File: src/rtl/barrier_damage_ctrl.sv
// Barrier block damage tracker: 4 barriers x 4x4 blocks of 2-bit health, serialized
// hit handling (lookup then update) and a one-entry-per-cycle restore sweep.
module barrier_damage_ctrl #(
  parameter logic [1:0] BLK_HP = 2'd3
) (
  input  logic       clk,
  input  logic       rst_n,
  input  logic       hit_valid,
  output logic       hit_ready,
  input  logic [1:0] hit_barrier,
  input  logic [1:0] hit_x,
  input  logic [1:0] hit_y,
  output logic       hit_done,
  output logic       hit_absorbed,
  input  logic       restore,
  output logic       busy,
  input  logic [1:0] rd_barrier,
  input  logic [1:0] rd_x,
  input  logic [1:0] rd_y,
  output logic [1:0] rd_health,
  output logic       rd_alive,
  output logic [6:0] destroyed_cnt
);
  typedef enum logic [1:0] {IDLE, LOOKUP, UPDATE, RESTORE} state_t;

  state_t     state_q;
  logic [1:0] mem_q [64];
  logic [5:0] idx_q, sweep_q;
  logic [1:0] health_q;
  logic       restore_pend_q, hit_done_q, hit_absorbed_q;
  logic [6:0] destroyed_q;

  assign hit_ready     = (state_q == IDLE) && !restore && !restore_pend_q;
  assign busy          = (state_q != IDLE) || restore_pend_q;
  assign hit_done      = hit_done_q;
  assign hit_absorbed  = hit_absorbed_q;
  assign destroyed_cnt = destroyed_q;
  assign rd_health     = mem_q[{rd_barrier, rd_y, rd_x}];
  assign rd_alive      = (rd_health != 2'd0);

  always_ff @(posedge clk) begin
    if (!rst_n) begin
      state_q        <= IDLE;
      idx_q          <= '0;
      sweep_q        <= '0;
      health_q       <= '0;
      restore_pend_q <= 1'b0;
      hit_done_q     <= 1'b0;
      hit_absorbed_q <= 1'b0;
      destroyed_q    <= '0;
      for (int i = 0; i < 64; i++) mem_q[i] <= BLK_HP;
    end else begin
      hit_done_q     <= 1'b0;
      hit_absorbed_q <= 1'b0;
      case (state_q)
        IDLE: begin
          if (restore) begin
            state_q     <= RESTORE;
            sweep_q     <= '0;
            destroyed_q <= '0;
          end else if (hit_valid && !restore_pend_q) begin
            idx_q   <= {hit_barrier, hit_y, hit_x};
            state_q <= LOOKUP;
          end
        end
        LOOKUP: begin
          // done/absorbed are registered here so they appear exactly in UPDATE
          health_q       <= mem_q[idx_q];
          hit_done_q     <= 1'b1;
          hit_absorbed_q <= (mem_q[idx_q] != 2'd0);
          if (restore) restore_pend_q <= 1'b1;
          state_q        <= UPDATE;
        end
        UPDATE: begin
          if (health_q != 2'd0) mem_q[idx_q] <= health_q - 2'd1;
          if (restore || restore_pend_q) begin
            state_q        <= RESTORE;
            restore_pend_q <= 1'b0;
            sweep_q        <= '0;
            destroyed_q    <= '0;
          end else begin
            state_q <= IDLE;
            if (health_q == 2'd1 && destroyed_q != 7'd64) destroyed_q <= destroyed_q + 7'd1;
          end
        end
        RESTORE: begin
          mem_q[sweep_q] <= BLK_HP;
          sweep_q        <= sweep_q + 6'd1;
          if (sweep_q == 6'd63) state_q <= IDLE;
        end
        default: state_q <= IDLE;
      endcase
    end
  end
endmodule

File: config.mk
export PLATFORM = sky130hd
export DESIGN_NAME = barrier_damage_ctrl
export DESIGN_NICKNAME = d
export VERILOG_FILES = /design/src/rtl/barrier_damage_ctrl.sv
export SDC_FILE = /design/constraint.sdc
export NUM_CORES = 1
export LEC_CHECK = 0
export BUFFER_PORTS_ARGS = -buffer_cell sky130_fd_sc_hd__buf_2
export CAP_MARGIN = 25
export CORE_UTILIZATION = 37
export CTS_BUF_LIST = sky130_fd_sc_hd__clkbuf_4 sky130_fd_sc_hd__clkbuf_8
export DETAILED_ROUTE_END_ITERATION = 6
export GPL_TIMING_DRIVEN = 0
export HOLD_SLACK_MARGIN = 0.02
export MAX_ROUTING_LAYER = met4
export PLACE_DENSITY_LB_ADDON = 0.2
export SYNTH_ARGS = -nofsm -noshare
export SYNTH_HDL_FRONTEND = slang
export SYNTH_SLANG_ARGS = --single-unit
File: constraint.sdc
create_clock -name clk -period 3.7 [get_ports clk]
set_input_delay 0 -clock clk [delete_from_list [all_inputs] [get_ports clk]]
set_output_delay 0 -clock clk [all_outputs]
set_load 0.02 [all_outputs]
Word-level counts from Yosys, hierarchy flattened:

Memory sizes are Yosys's and may differ from the RTL's. A register that Yosys moved wholly into a read port is not among the register bits.
Cells that the tools add are included.

* flip-flop bits (word level): 26
* bits in latches: 0
* memory bits (writable): 128
* ROM bits: 0
* input port bits: 16
* output and inout bits: 14
* memories: 1

* $add $sub $neg: 3
* $mul: 0
* divide/modulo/power cells: 0
* magnitude comparators: 0
* eq/ne operators: 12
* shift operators: 0
* mux-type cells: 32
* bitwise operators: 1
* reductions and logical operators: 24

Memories
* mem_q: words 64, width 2, rd ports 2, clocked after Yosys merged registers in 1, write ports 64, RTL line 27 `logic [1:0] mem_q [64];`

Operators by type and width (number)
* 6-bit two-way mux: 6
* 7-bit two-way mux: 3
* 6-bit one-hot mux with 3 select lines: 1
* 7-bit one-hot mux with 2 select lines: 1
* 1-bit two-way mux: 13
* 2-bit two-way mux: 6
* 3-bit AND reduction: 4
* 2-bit nonzero test: 6
* 2-bit != test (second input constant): 4
* 2-bit one-hot mux with 4 select lines: 1
* 7-bit by 1-bit adder with 7-bit output (second input constant): 1
* 7-bit != test (second input constant): 1
* 6-bit by 1-bit adder with 6-bit output (second input constant): 1
* 6-bit == test (second input constant): 1
* 2-bit by 1-bit == test with 1-bit output (second input constant): 2
* 2-bit == test (second input constant): 2
* 1-bit logical AND: 4
* 2-bit AND reduction: 2
* 2-bit OR reduction: 2
* 3-bit by 2-bit != test with 1-bit output (second input constant): 1
* 3-bit != test (second input constant): 1
* 3-bit nonzero test: 1
* 1-bit logical NOT: 2
* 2-bit logical NOT: 1
* 4 further kinds: 5

Longest topological paths before layout:

Gate-level depths: netlist of the first run.

* depth after elaboration: 8
* gate-level depth with buffers: 10
* gate-level depth less buffers: 8

Worst setup path after synthesis of the first run:

Ideal clock, no wire load.

* kind: register to register
* start: reg state_q[1]
* end: mem mem_q[29][0] (enable)
* setup time: 327 ps
* arrival time: 1996 ps
* path slack: 1377 ps
* cell stages (with the launch flop): 10
* path buffers: 4
* clock period less this slack: 2323 ps
* cell sequence: dfxtp_1 -> buf_2 -> and3_1 -> buf_4 -> mux2i_1 -> buf_2 -> or3_1 -> clkbuf_1 -> or2_1 -> o21ai_0

RTL lines
* from (decl): RTL line 26 `state_t state_q;`
* from (signal assigned): RTL line 43 `state_q <= IDLE;`
* from (signal assigned): RTL line 58 `state_q <= RESTORE;`
* from (signal assigned): RTL line 63 `state_q <= LOOKUP;`
* to (decl): RTL line 27

==> impl_results.md, run 1 <==
- Status: finished clean
- Synth Area per Inst: 11.6 um2
- Final core occ: 42.7%
- Slowest cell on crit path: buf_2
- Critical-path cell list: buf_2 > buf_2 > buf_2 > mux4_2 > mux2i_1 > mux2i_1 > a31oi_1 > o21ai_0 > o31a_1
- Clock transition at path regs: 100 ps
- Sink Count: 160
- Worst endpoint required time: 4070 ps
- WHS: 381 ps
- Slew Viols, Final: 0
- Syn Std Cell Area: 8750 um2
- Initial core utilization: 38.2%
- FMAX: 0.319 GHz
- Unrepaired setup endpoints after global routing: no
- TritonCTS clock tree: yes
- Routed len/inst: 25.1 um
- Register share of total power: 52.9%
- Logic pwr share: 11.9%
- H-tree Lvls: 4
- Register area share after synthesis: 51.2%
- Root Buffer: clkbuf_8
- Worst path buffer plus inverter count: 3
- Yosys Warn Count: 0
- Antenna Diode Count: 0
- Synth cell types: 53
- Core footprint: 22,900 um2
- PwrDens: 380 nW/um2
- Initial antenna violation count: 0
- Via density per instance: 6.00
- Synth area leader: edfxtp_1
- Cells after Synth: 753
- Area delta synth->final: 11.7%
- Reg-to-Reg End: health_q[0]
- DRT antenna net count: 0
- Clock Power Share: 35.1%
- Leak: 0.00241 uW
- GRT Overall Usage: 25.6%
- R2R depth: 9
- Max incr delay on CP: 430 ps
- Number of port buffers: 24
- Sw Pwr: 1090 uW
- Syn Nets: 774
- EDFF count, synth: 128
- Worst path arrival time: 3510 ps
- Drt total wl: 28.5 mm
- Setup Skew: 12.9 ps
- Reg-to-reg setup timing slack: 560 ps
- DIE HEIGHT: 156 um
- CP startpoint kind: register
- HPWL Detailed: 20.8 mm
- Placed insts: 1,092
- CTS Buf Count: 17
- Sw frac: 29.3%
- Yosys reg bits: 160
- Cell Count, Final, Fillers Out: 1,135
- Largest net degree at the start of global routing: 17
- Fin crit share: 84.8%
- Max-slew headroom: 36.1%
- RePlAce Congestion: 0.959
- Cell mode on critical path: buf_2
- Final hold vios: 0
- Top Family by Delay on Critical Path: buffers and inverters
- First-pass GRT wire length: 42.6 mm
- Worst Max-Slew Pin Slew: 935 ps
- Synth async-reset ratio: 0%
- CTS max path bufs: 2
- Worst Path Max Fanout: 10
- # IOs: 30
- Max capacitance violation total: 0
- DRC: 0
- Final min period: 3140 ps
- Die width: 156 um
- # nets final: 830
- Via count: 6,814
- Layout cell share with drive strength beyond 1: 19.5%
- Final setup violation count: 0
- Hold path start: hit_x[1]
- Num rows: 55
- Hold Crit Class: primary input to register
- Area contributors post-synth: edfxtp_1 44%, mux4_2 18%, dfxtp_1 7.3%, nand2_1 5.4%, o21ai_0 4.3%
- Area share of the largest cell type after synthesis: 43.9%
- Power Internal: 2630 uW
- WS Path Type: register to register
- VDD IR max: 0.216 mV
- Post-synth top cells: 128 x edfxtp_1, 127 x nand2_1, 75 x o21ai_0
- Die area: 24,300 um2
- Hold path depth: 4
- Vias in the first global route: 6,643
- Cell with the most instances after synthesis: edfxtp_1
- Post-CTS Setup Repair Bufs: 0
- Worst Hold Path EP: idx_q[1]
- Detailed Routing Iterations Pass 1: 7
- Critical Path Sink Type: register
- Iteration-0 DRC count of the detailed router: 782
- Final setup TNS: 0 ps
- Clock Latency Late Sink: 480 ps
- Overflow after GRT: 0
- Commonest register cell after synthesis: edfxtp_1
[power groups by stage]
stage	Clock, uW	Sequential [uW]	Combinational [uW]
after floorplan	0	2010	273
after global placement	0	2010	423
after detailed placement	0	2010	426
after CTS	1310	1970	436
after global routing	1380	1970	476
final	1310	1970	443
[flip-flops by register name (all words and copies together) (netlist names), 2 cells and up, named ones only]
name	flops
mem_q	128
destroyed_cnt	7
idx_q	6
sweep_q	6
health_q	2
state_q	2
[layout make-up]
class	count	area, um2
fill	2190	13100
inverter	15	56.3
sequential	160	4480
clock inverter	15	153
buffer	58	264
timing repair buffer	37	246
multi-input combinational	520	3950
clock buffer	17	234
tap	313	392
[metrics by stage]
| step | setup slack [ps] | total power [uW] | cell area (um2) |
|---|---|---|---|
| 3_3_place_gp | 642 | 2430 | 9260 |
| 6_report | 564 | 3720 | 9780 |
| 3_5_place_dp | 647 | 2430 | 9280 |
| 2_1_floorplan | 1380 | 2280 | 8750 |
| 4_1_cts | 638 | 3720 | 9780 |
| 5_1_grt | 464 | 3830 | 9780 |
[worst reg2reg max path: stages (launching register included)]
cell,delay [ps]
dfxtp_1,320
buf_2,290
buf_2,430
buf_2,410
mux4_2,400
mux2i_1,150
mux2i_1,160
a31oi_1,250
o21ai_0,310
o31a_1,330
[cell usage in the layout, fill, tap and decap left out, types with 11 or more instances in the layout]
master,Yosys,layout
a21oi_1,12,12
buf_2,19,44
clkbuf_1,30,30
clkbuf_8,0,17
dfxtp_1,32,32
dlygate4sd3_1,0,11
edfxtp_1,128,128
inv_1,14,14
mux2i_1,12,12
mux4_2,70,70
nand2_1,127,127
nand3_1,64,64
nor2_1,56,56
o21ai_0,75,75
[routing by layer]
| metal | up-vias | GRT usage (%) | wire length, um |
|---|---|---|---|
| met5 | - | - | 0 |
| li1 | 2972 | - | - |
| met1 | 3395 | 34.5 | 12000 |
| met2 | 380 | 38.2 | 13200 |
| met4 | 0 | 10.3 | 924 |
| met3 | 67 | 4.50 | 2460 |
[repair_timing]
item / CTS / global route
endpoints found under the hold margin: 17 / 0
hold buffers: 11 / 0
gates resized for setup: 0 / 0
[worst max path at each step]
stage	from	to	slack, ps	depth (start not counted)
2_1_floorplan	state_q[1]	mem_q[29][0]	1380	9
3_3_place_gp	state_q[1]	mem_q[62][0]	640	8
3_5_place_dp	register	health_q[0]	650	9
4_1_cts	register	health_q[0]	640	9
5_1_grt	state_q[1]	mem_q[27][0]	460	8
6_report	register	health_q[0]	560	9
[cells by family after synthesis]
| kind of cell | synth area share [%] |
|---|---|
| buffers and inverters | 3.66 |
| muxes | 19.9 |
| DFF | 51.2 |
| adders and majority gates | 0.715 |
| and+or+nand+nor | 14.4 |
| AOI/OAI and AO/OA | 9.45 |
| xor gates and xnor gates | 0.601 |
Power figures use the tool's default switching activity.
==> run 2: changes to the inputs <==
--- a/config.mk
+++ b/config.mk
@@ -5,6 +5,7 @@
 export SDC_FILE = /design/constraint.sdc
 export NUM_CORES = 1
 export LEC_CHECK = 0
+export ABC_AREA = 1
 export BUFFER_PORTS_ARGS = -buffer_cell sky130_fd_sc_hd__buf_2
 export CAP_MARGIN = 25
 export CORE_UTILIZATION = 37
==> constraint.sdc (replaced) <==
create_clock -name clk -period 3.2 [get_ports clk]
set_input_delay 0 -clock clk [delete_from_list [all_inputs] [get_ports clk]]
set_output_delay 0 -clock clk [all_outputs]
set_load 0.02 [all_outputs]
==> impl_results.md, run 2 <==
- Status: finished clean
- Die area: 26,400 um2
- Slew Viols, Final: 0
- EDFF count, synth: 128
- Leak: 0.00402 uW
- Setup ws final: 435 ps
- Hold path start: restore
- R2R depth: 11
- DRT antenna net count: 0
- Via count: 9,398
- Yosys reg bits: 160
- HPWL Detailed: 26.0 mm
- Initial antenna violation count: 1
- Num rows: 58
- Hold path depth: 4
- CTS Buf Count: 17
- PwrDens: 467 nW/um2
- Post-Layout Inst Area: 10,500 um2
- DRC: 0
- Worst endpoint required time: 3580 ps
- Logic pwr share: 23.5%
- Overflow after GRT: 0
- Slowest cell on crit path: clkbuf_1
- Commonest register cell after synthesis: edfxtp_1
- # nets final: 1,352
- Clock Latency Late Sink: 480 ps
- Sink Count: 160
- Area post-placement: 10,100 um2
- Synth area leader: edfxtp_1
- Final setup TNS: 0 ps
- RePlAce Congestion: 1.01
- Most flops, register: mem_q
- VDD IR max: 0.252 mV
- Area contributors post-synth: edfxtp_1 40%, nand2_1 20%, nand3_1 15%, dfxtp_1 6.7%, clkbuf_1 2.3%
- Setup Skew: 14.3 ps
- Post-CTS Hold Buffers: 10
- WS Path Type: register to register
- Critical-path cell list: clkbuf_1 > inv_1 > clkbuf_1 > nand3_1 > nand2_1 > nand2_1 > nand3_1 > nand3_1 > nand2_1 > nor2_1 > nor2_1
- Max-slew headroom: 36.5%
- Most frequent cells in the layout: 503 x nand2_1, 293 x nand3_1, 128 x edfxtp_1
- FMAX: 0.362 GHz
- Root Buffer: clkbuf_8
- Clock Power Share: 30.0%
- Yosys Warn Count: 0
- GRT Overall Usage: 28.7%
- DP Worst Slack: 449 ps
- Initial core utilization: 37.8%
- Sw frac: 35.4%
- Vias in the first global route: 8,555
- Number of port buffers: 26
- Reg-to-Reg End: hit_absorbed
- Syn Std Cell Area: 9520 um2
- Fin crit share: 86.4%
- First-pass GRT wire length: 52.9 mm
- Die width: 162 um
- Worst path arrival time: 3140 ps
- Cells after Synth: 1,276
- Iteration-0 DRC count of the detailed router: 1,270
- Cell with the most instances after synthesis: nand2_1
- Syn Nets: 1,297
- Worst Max-Slew Pin Slew: 952 ps
- Area share of the largest cell type after synthesis: 40.4%
- Layout cell share with drive strength beyond 1: 9.97%
- Post-synth top cells: 503 x nand2_1, 293 x nand3_1, 128 x edfxtp_1
- Max capacitance violation total: 0
- Register share of total power: 46.5%
- Most common cell after layout, fill and taps aside: nand2_1
- Largest register FFs: 128
- Synth async-reset ratio: 0%
- Routed len/inst: 21.4 um
- Post-CTS Setup Repair Bufs: 0
- Worst Hold Path EP: state_q[1]
- Hold Crit Class: primary input to register
- Final min period: 2770 ps
- Via density per instance: 5.61
- TritonCTS clock tree: yes
- CP startpoint kind: register
- Core footprint: 25,200 um2
- Worst Path Max Fanout: 10
- Synth Area per Inst: 7.46 um2
- Fill count: 2,598
- Synth cell types: 40
- DIE HEIGHT: 162 um
- Unrepaired setup endpoints after global routing: no
- Critical Path Sink Type: register
- Drt total wl: 35.9 mm
- CTS max path bufs: 2
- Clock transition at path regs: 100 ps
- Final setup violation count: 0
- # IOs: 30
- Final hold vios: 0
- Detailed Routing Iterations Pass 1: 5
- Sw Pwr: 1740 uW
- Power Internal: 3180 uW
- Max incr delay on CP: 520 ps
- Reg-to-reg setup timing slack: 440 ps
- Largest net degree at the start of global routing: 17
- Area delta synth->final: 10.6%
- Register area share after synthesis: 47.1%
- Post-CTS sizing: 0
- H-tree Lvls: 4
[run 2: cell types whose count changed after synthesis, sizes merged, moves of 5 or more]
cell | before | now
o21ai | 76 | 39
a21boi | 7 | 1
nor2 | 58 | 66
mux2i | 12 | 0
mux4 | 70 | 0
inv | 14 | 71
clkbuf | 30 | 58
nand2b | 7 | 0
o21a | 6 | 1
nand3 | 64 | 294
o31ai | 6 | 0
xnor2 | 5 | 0
or3 | 5 | 0
nand2 | 127 | 511
[run 2: routing by layer]
metal  vias up  global-route usage [%]  wire length (um)
met5         -                       -                 0
met4         0                    12.2              1250
met3        93                    5.17              3770
met2       573                    42.6             15800
met1      4381                    38.3             15100
li1       4351                       -                 -
[run 2: stage by stage]
step / hold WS [ps] / utilization (%) / power [uW] / cells
2_1_floorplan: 182 / - / 3040 / 1276
3_3_place_gp: 312 / 39.9 / 3450 / 1632
3_5_place_dp: 314 / 39.9 / 3450 / 1632
4_1_cts: 356 / 41.8 / 4890 / 1674
5_1_grt: 416 / 41.8 / 5090 / 1675
6_report: 372 / 41.8 / 4920 / 1675
[run 2: critical path, delay by kind of cell (launching register included)]
kind / cells / cell delay (ps)
flip-flops: 1 / 330
buffers and inverters: 3 / 1380
AND/OR/NAND/NOR: 8 / 970
[run 2: worst max-delay path by stage]
| stage | slack (ps) | end |
|---|---|---|
| floorplan | 1140 | mem_q[34][0] |
| global placement | 410 | hit_absorbed |
| detailed placement | 450 | hit_absorbed |
| CTS | 440 | hit_absorbed |
| global route | 360 | hit_absorbed |
| finish | 440 | hit_absorbed |
[run 2: area by class of cell]
type | instances | area [um2] | share of cell area [%]
antenna | 1 | 2.50 | 0.0238
buffer | 88 | 419 | 3.98
clock buffer | 19 | 255 | 2.42
clock inverter | 13 | 110 | 1.05
inverter | 72 | 273 | 2.59
multi-input combinational | 956 | 4340 | 41.2
sequential | 160 | 4480 | 42.6
tap | 330 | 413 | 3.92
timing repair buffer | 36 | 230 | 2.19
[run 2: power by group through the flow]
stage | registers, uW | logic, uW | clock network, uW
2_1_floorplan | 2340 | 700 | 0
3_3_place_gp | 2330 | 1110 | 0
3_5_place_dp | 2330 | 1110 | 0
4_1_cts | 2290 | 1130 | 1470
5_1_grt | 2290 | 1250 | 1550
6_report | 2290 | 1160 | 1470
[run 2: cells by family after synthesis]
family / synth area share, %
adder cells (fa/ha/maj): 0.657
AND/OR/NAND/NOR: 40.3
AO/OA/AOI/OAI: 4.51
XOR/XNOR: 0.0921
flip-flops: 47.1
buffers and inverters: 7.27
